`src/rtl/led_strip_pkg.sv`:
```
//==============================================================================
// Module      : led_strip_pkg
// Description : Shared types, constants and helpers for the SK9822 LED-strip
//               frame scheduler.
//               - sk9822_word_t : one 32-bit word on the strip
//               - START_WORD / END_WORD / HDR : framing constants
//               - n_end_words() : number of end-frame words for a strip length
//               - sched_state_t : frame scheduler FSM states
//               - bri_cap()     : min() of a 5-bit brightness and a cap
// Revision    : 1.0 - initial release
//==============================================================================
`default_nettype none

package led_strip_pkg;

  typedef logic [31:0] sk9822_word_t;

  localparam sk9822_word_t START_WORD = 32'h0000_0000;
  localparam sk9822_word_t END_WORD   = 32'h0000_0000;
  localparam logic [2:0]   HDR        = 3'b111;

  typedef enum logic [1:0] {
    IDLE  = 2'd0,
    START = 2'd1,
    LEDS  = 2'd2,
    END   = 2'd3
  } sched_state_t;

  // The end frame must supply at least n_leds/2 extra clock edges so the
  // last LED's data propagates through the chain; one word per 64 LEDs plus
  // one spare covers that.
  function automatic int n_end_words(input int n_leds);
    return 1 + (n_leds + 63) / 64;
  endfunction

  function automatic logic [4:0] bri_cap(input logic [4:0] bri, input logic [4:0] cap);
    return (bri < cap) ? bri : cap;
  endfunction

endpackage

`default_nettype wire

```
`src/rtl/led_rr_arbiter.sv`:
```
//==============================================================================
// Module      : led_rr_arbiter
// Description : Round-robin requester selection. Picks the first active
//               request at or after rr_ptr+1 (mod N_REQ) and, when upd_i is
//               high and a request exists, moves rr_ptr to the winner.
// Ports       : clk      - clock
//               rst      - asynchronous active-high reset (rr_ptr = N_REQ-1)
//               req_i    - per-requester request levels
//               upd_i    - commit the current selection to the pointer
//               grant_o  - one-hot selection (combinational, all-zero if none)
//               any_o    - at least one request is active
// Revision    : 1.0 - initial release
//==============================================================================
`default_nettype none

module led_rr_arbiter #(
  parameter int N_REQ = 2
) (
  input  logic             clk,
  input  logic             rst,
  input  logic [N_REQ-1:0] req_i,
  input  logic             upd_i,
  output logic [N_REQ-1:0] grant_o,
  output logic             any_o
);

  localparam int              PTR_W   = (N_REQ > 1) ? $clog2(N_REQ) : 1;
  localparam logic [PTR_W-1:0] PTR_RST = PTR_W'(N_REQ - 1);

  logic [PTR_W-1:0] rr_ptr_q;
  logic [PTR_W-1:0] rr_ptr_d;
  logic [PTR_W-1:0] sel_idx;
  logic [PTR_W-1:0] cand;
  logic             found;

  // Scan N_REQ candidates starting just after the last winner; the last
  // candidate visited is the previous winner itself.
  always_comb begin
    sel_idx = rr_ptr_q;
    cand    = '0;
    found   = 1'b0;
    grant_o = '0;
    for (int k = 1; k <= N_REQ; k++) begin
      cand = PTR_W'((int'(rr_ptr_q) + k) % N_REQ);
      if (!found && req_i[cand]) begin
        found   = 1'b1;
        sel_idx = cand;
      end
    end
    if (found) begin
      grant_o[sel_idx] = 1'b1;
    end
    any_o    = found;
    rr_ptr_d = (upd_i && found) ? sel_idx : rr_ptr_q;
  end

  always_ff @(posedge clk or posedge rst) begin
    if (rst) begin
      rr_ptr_q <= PTR_RST;
    end else begin
      rr_ptr_q <= rr_ptr_d;
    end
  end

endmodule

`default_nettype wire

```
`src/rtl/led_strip_frame_scheduler.sv`:
```
//==============================================================================
// Module      : led_strip_frame_scheduler
// Description : Refresh-tick driven SK9822 frame sequencer shared between
//               N_REQ frame sources. Each frame is START_WORD, N_LEDS LED
//               words from the granted source, then n_end_words() END_WORDs,
//               streamed back-to-back over a registered valid/ready port.
//               Optional build macro LED_SCHED_GLOBAL_DIM_EN caps each LED
//               word's brightness field [28:24] at 'dim'.
// Ports       : clk        - clock
//               rst        - asynchronous active-high reset
//               req        - per-requester frame request (level)
//               grant      - one-hot grant, frozen for the whole frame
//               word_idx   - LED index the next load edge will consume
//               rq_word    - per-requester LED word for word_idx
//               dim        - global brightness cap (macro builds only)
//               ser_word   - word to the serializer
//               ser_valid  - ser_word valid
//               ser_ready  - serializer accepts
//               frame_done - one-cycle pulse after the last end word
//               overrun    - sticky: tick while a tick was already pending
// Revision    : 1.0 - initial release
//==============================================================================
`default_nettype none

module led_strip_frame_scheduler
  import led_strip_pkg::*;
#(
  parameter  int CLK_MHZ    = 33,
  parameter  int REFRESH_HZ = 60,
  parameter  int N_LEDS     = 13,
  parameter  int N_REQ      = 2,
  localparam int IDX_W      = (N_LEDS > 1) ? $clog2(N_LEDS) : 1
) (
  input  logic                   clk,
  input  logic                   rst,
  input  logic [N_REQ-1:0]       req,
  output logic [N_REQ-1:0]       grant,
  output logic [IDX_W-1:0]       word_idx,
  input  logic [N_REQ-1:0][31:0] rq_word,
  input  logic [4:0]             dim,
  output logic [31:0]            ser_word,
  output logic                   ser_valid,
  input  logic                   ser_ready,
  output logic                   frame_done,
  output logic                   overrun
);

  localparam int               PERIOD_CYCLES = CLK_MHZ * 1_000_000 / REFRESH_HZ;
  localparam int               TMR_W         = (PERIOD_CYCLES > 1) ? $clog2(PERIOD_CYCLES) : 1;
  localparam logic [TMR_W-1:0] TMR_LAST      = TMR_W'(PERIOD_CYCLES - 1);
  localparam int               N_END         = n_end_words(N_LEDS);
  localparam int               END_W         = $clog2(N_END + 1);
  localparam logic [END_W-1:0] END_LAST      = END_W'(N_END - 1);
  localparam logic [IDX_W-1:0] IDX_LAST      = IDX_W'(N_LEDS - 1);

  sched_state_t     state_q,   state_d;
  logic [TMR_W-1:0] tmr_q;
  logic             pending_q, pending_d;
  logic             overrun_q, overrun_d;
  logic [N_REQ-1:0] grant_q,   grant_d;
  sk9822_word_t     word_q,    word_d;
  logic             valid_q,   valid_d;
  logic [IDX_W-1:0] led_q,     led_d;     // LED index currently on ser_word
  logic [END_W-1:0] end_q,     end_d;     // end words already accepted
  logic             done_q,    done_d;

  logic             tick;
  logic             accept;
  logic             arb_go;
  logic [N_REQ-1:0] arb_grant;
  logic             arb_any;
  sk9822_word_t     led_word;
  sk9822_word_t     load_word;

  assign tick   = (tmr_q == TMR_LAST);
  assign accept = valid_q && ser_ready;
  assign arb_go = (state_q == IDLE) && (tick || pending_q);

  led_rr_arbiter #(
    .N_REQ (N_REQ)
  ) u_arb (
    .clk     (clk),
    .rst     (rst),
    .req_i   (req),
    .upd_i   (arb_go),
    .grant_o (arb_grant),
    .any_o   (arb_any)
  );

  // The source for the next load is addressed combinationally: index 0
  // while the start word is out, then one ahead of the LED on the bus.
  always_comb begin
    word_idx = '0;
    if (state_q == LEDS && led_q != IDX_LAST) begin
      word_idx = led_q + 1'b1;
    end
  end

  always_comb begin
    led_word = '0;
    for (int r = 0; r < N_REQ; r++) begin
      led_word = led_word | (rq_word[r] & {32{grant_q[r]}});
    end
  end

`ifdef LED_SCHED_GLOBAL_DIM_EN
  assign load_word = {led_word[31:29], bri_cap(led_word[28:24], dim), led_word[23:0]};
`else
  logic unused_dim;
  assign unused_dim = ^dim;
  assign load_word  = led_word;
`endif

  always_ff @(posedge clk or posedge rst) begin
    if (rst) begin
      tmr_q <= '0;
    end else if (tick) begin
      tmr_q <= '0;
    end else begin
      tmr_q <= tmr_q + 1'b1;
    end
  end

  always_comb begin
    state_d   = state_q;
    pending_d = pending_q;
    overrun_d = overrun_q;
    grant_d   = grant_q;
    word_d    = word_q;
    valid_d   = valid_q;
    led_d     = led_q;
    end_d     = end_q;
    done_d    = 1'b0;

    if (tick && pending_q) begin
      overrun_d = 1'b1;
    end
    // Ticks that land mid-frame are remembered; IDLE consumes them.
    if (tick && state_q != IDLE) begin
      pending_d = 1'b1;
    end

    unique case (state_q)
      IDLE: begin
        if (tick || pending_q) begin
          pending_d = 1'b0;
          if (arb_any) begin
            grant_d = arb_grant;
            word_d  = START_WORD;
            valid_d = 1'b1;
            state_d = START;
          end
        end
      end
      START: begin
        if (accept) begin
          word_d  = load_word;
          led_d   = '0;
          state_d = LEDS;
        end
      end
      LEDS: begin
        if (accept) begin
          if (led_q == IDX_LAST) begin
            word_d  = END_WORD;
            end_d   = '0;
            state_d = END;
          end else begin
            word_d = load_word;
            led_d  = led_q + 1'b1;
          end
        end
      end
      END: begin
        if (accept) begin
          if (end_q == END_LAST) begin
            valid_d = 1'b0;
            grant_d = '0;
            done_d  = 1'b1;
            state_d = IDLE;
          end else begin
            end_d = end_q + 1'b1;
          end
        end
      end
      default: state_d = IDLE;
    endcase
  end

  always_ff @(posedge clk or posedge rst) begin
    if (rst) begin
      state_q   <= IDLE;
      pending_q <= 1'b0;
      overrun_q <= 1'b0;
      grant_q   <= '0;
      word_q    <= '0;
      valid_q   <= 1'b0;
      led_q     <= '0;
      end_q     <= '0;
      done_q    <= 1'b0;
    end else begin
      state_q   <= state_d;
      pending_q <= pending_d;
      overrun_q <= overrun_d;
      grant_q   <= grant_d;
      word_q    <= word_d;
      valid_q   <= valid_d;
      led_q     <= led_d;
      end_q     <= end_d;
      done_q    <= done_d;
    end
  end

  assign grant      = grant_q;
  assign ser_word   = word_q;
  assign ser_valid  = valid_q;
  assign frame_done = done_q;
  assign overrun    = overrun_q;

endmodule

`default_nettype wire
```
`config.mk`:
```
export PLATFORM = sky130hd
export DESIGN_NAME = led_strip_frame_scheduler
export DESIGN_NICKNAME = d
export VERILOG_FILES = /design/src/rtl/led_strip_pkg.sv /design/src/rtl/led_rr_arbiter.sv /design/src/rtl/led_strip_frame_scheduler.sv
export SDC_FILE = /design/constraint.sdc
export NUM_CORES = 1
export LEC_CHECK = 0
export CELL_PAD_IN_SITES_DETAIL_PLACEMENT = 1
export CELL_PAD_IN_SITES_GLOBAL_PLACEMENT = 2
export CORE_MARGIN = 2
export CORE_UTILIZATION = 28
export DETAILED_ROUTE_END_ITERATION = 8
export GPL_TIMING_DRIVEN = 1
export PLACE_DENSITY_LB_ADDON = 0.1
export REMOVE_ABC_BUFFERS = 1
export SKIP_CTS_REPAIR_TIMING = 1
export SYNTH_ARGS = -nofsm -noshare
export SYNTH_HDL_FRONTEND = slang
export SYNTH_HIERARCHICAL = 1
export SYNTH_SLANG_ARGS = --single-unit
```
`constraint.sdc`:
```
create_clock -name clk -period 2.7 [get_ports clk]
set_input_delay 0.54 -clock clk [delete_from_list [all_inputs] [get_ports clk]]
set_output_delay 0.54 -clock clk [all_outputs]
set_load 0.05 [all_outputs]
```
==> impl_metrics.ini <==
[status]
outcome = finished clean

[global_routing]
antenna_found_initial = 0
grt_pass1_vias = 2897
grt_pass1_wl_um = 15300
grt.total_usage = 0.155
grt_max_degree = 59
grt-ovfl-total = 0

[logic_synthesis]
async_reset_ff_frac = 1.00
synth_most_common_cell = dfrtp_1
netlist_instances = 296
synth_warnings = 6
synth-seq-area-share = 0.499
ys_seq_elements = 67
synth.top_cell.area_share = 0.491
syn_avg_cell_area_sq_um = 11.4
synth_edf_count = 0
synthDistinctLibCells = 42
yosysTopAreaCell = dfrtp_1
synth_area_leaders = dfrtp_1 (49%), o2bb2ai_2 (8.9%), a22oi_1 (7.6%), o2bb2ai_1 (3.1%), ha_1 (3.0%)
syn-cell-area_sq_mm = 0.00336
synth_common_cells = dfrtp_1 (66), a22oi_1 (34), o2bb2ai_2 (20), nand2_1 (19), nor2_1 (18)
synth-main-ff-cell = dfrtp_1

[clocking]
insertion_delay_ps = 330
numCtsBuffers = 9
cts_tree = built
cts_root_buf = clkbuf_16
htreeDepth = 3
clkSinkCount = 67
clk_pin_slew_worst_paths_ps = 60
clockBufferDepth = 2

[routing]
final_antenna_net_count = 0
drtPass1Iterations = 4
via_count = 2763
avgViaCountPerCell = 4.90
routed_wl_um = 9780
drcViolationCount = 0
routedWlPerCell_um = 17.3
drt-initial-drc-count = 123

[min_path]
hp-class = in2async

[floorplan]
die-area_sq_mm = 0.0129
core-area_sq_mm = 0.0119
io-pin-count = 115
die_y_um = 114
start_util = 0.283
rows = 40
fp.dieW_um = 114

[timing]
slew_headroom = 0.615
slew_viol_final = 0
timing.hold.ws_ps = 457
post-route-period-util = 0.904
timing.fmax_ghz = 0.410
grt_setup_unrepaired = no
tightest_slew_ps = 572
final-setup-viol-count = 0
period_needed_ps = 2440
setup_slack_ps = 260
skew_ps = 6.84
hold_viol_final = 0

[critical_path]
crit_path_end = word_idx[3]
path_max_fanout = 7
cpPeakStageDelay_ps = 520
cp_slowest_cell = or4_1
crit_required_ps = 2160
cp_cell_sequence = inv_1 -> or4_1 -> a21boi_1 -> buf_12
r2r_slack_ps = 350
cp_data_arrival_time_ps = 1900
crit_type = reg2out
end_kind = primary output
reg2reg_from = tmr_q[12]
worstRegToRegCells = 5
r2r_end = state_q[1]
start_kind = register
crit_path_start = led_q[0]

[power_and_ir_drop]
ir_worst_vdd_uv = 214
p_leak_nw = 2.02
p_per_area_mw_per_mm2 = 481
p_total_w = 0.00241

[finish]
area_growth_pct = 49.1
n_antenna_cell = 0
final_nets = 494
final_area_sq_mm = 0.00501
drive_above_1_share = 0.151
multi_input_area_sq_mm = 0.00155
seq_area_sq_mm = 0.00168
fillCellCount = 1283

[job]
drv_cap = 0

[placed_design]
port_buffers = 109
dp_slack_ps = 10.6
place_area_sq_mm = 0.00468
place_congestion = 0.709
dp_hpwl_um = 7140
-- sequential cells by signal (all words and copies together) (netlist names) --
signal          flops
end_q               2
frame_done          1
grant               2
led_q               4
overrun             1
pending_q           1
ser_valid           1
ser_word           32
state_q             2
tmr_q              20
u_arb/rr_ptr_q      1
-- worst min path at each step --
stage	end	cells past startpoint
detailed placement	overrun	1
global placement	overrun	1
floorplan	tmr_q[0]	1
finish	led_q[1]	2
global route	grant[1]	2
CTS	frame_done	2
-- per-layer routing --
| metal | GRT usage | vias to the layer above | share of wire |
|---|---|---|---|
| li1 | - | 1334 | - |
| met1 | 0.189 | 1336 | 0.45 |
| met2 | 0.263 | 86 | 0.47 |
| met3 | 0.0441 | 7 | 0.067 |
| met4 | 0.0512 | 0 | 0.011 |
| met5 | 0 | - | 0 |
-- placed cells by master, fill, tap and decap left out, types with 2 or more instances in the layout --
| cell type | count |
|---|---|
| and3_1 | 9 |
| dfrtp_1 | 66 |
| nor2b_1 | 3 |
| xor2_1 | 7 |
| ha_1 | 8 |
| clkbuf_16 | 9 |
| buf_12 | 4 |
| o2bb2ai_2 | 20 |
| xnor2_1 | 11 |
| clkinvlp_4 | 2 |
| bufinv_16 | 2 |
| a21oi_1 | 5 |
| clkdlybuf4s50_1 | 103 |
| nor4_1 | 4 |
| and2_1 | 2 |
| a22oi_1 | 34 |
| nor3_1 | 3 |
| o21ai_0 | 8 |
| a22o_1 | 4 |
| buf_4 | 15 |
| o2bb2ai_1 | 12 |
| nand2_1 | 19 |
| a21boi_1 | 2 |
| nand3_1 | 11 |
| a21o_1 | 2 |
| inv_1 | 11 |
| nor2_1 | 18 |
-- power breakdown --
group / switching (W) / leakage [nW] / internal (W) / total (W)
registers: 0 / 0.903 / 0.00100 / 0.00100
clock network: 0.000445 / 0.155 / 0.000833 / 0.00128
logic: 0.0000377 / 0.966 / 0.0000928 / 0.000131
-- area by class of cell --
| cell class | instances | share of cell area |
|---|---|---|
| flip-flops and latches | 67 | 0.335 |
| multi-input cells | 200 | 0.310 |
| repair buffers | 122 | 0.244 |
| clock buffers | 10 | 0.0477 |
| well taps | 147 | 0.0367 |
| clock inverters | 6 | 0.0177 |
| inverters | 12 | 0.00899 |
-- critical path: cells and delay by family (launching register included) --
kind	cells	cell delay, ps
buffers and inverters	2	270
AO/OA/AOI/OAI	1	310
AND/OR/NAND/NOR	1	520
flip-flops	1	470
-- kinds of logic after synthesis --
| group | share of synthesized area |
|---|---|
| mux | 0.00633 |
| buf+inv | 0.0402 |
| compound gates | 0.259 |
| fa+ha+maj | 0.0298 |
| xor+xnor | 0.0469 |
| simple gates | 0.118 |
| flops | 0.499 |
-- per-stage QoR --
stage | utilization | instances | setup TNS, ps
after floorplan | - | 279 | -163
after global placement | 0.395 | 548 | 0
after detailed placement | 0.395 | 548 | 0
after CTS | 0.423 | 564 | 0
after global routing | 0.423 | 564 | 0
final | 0.423 | 564 | 0
No activity file was read; power rests on OpenSTA's default activity.
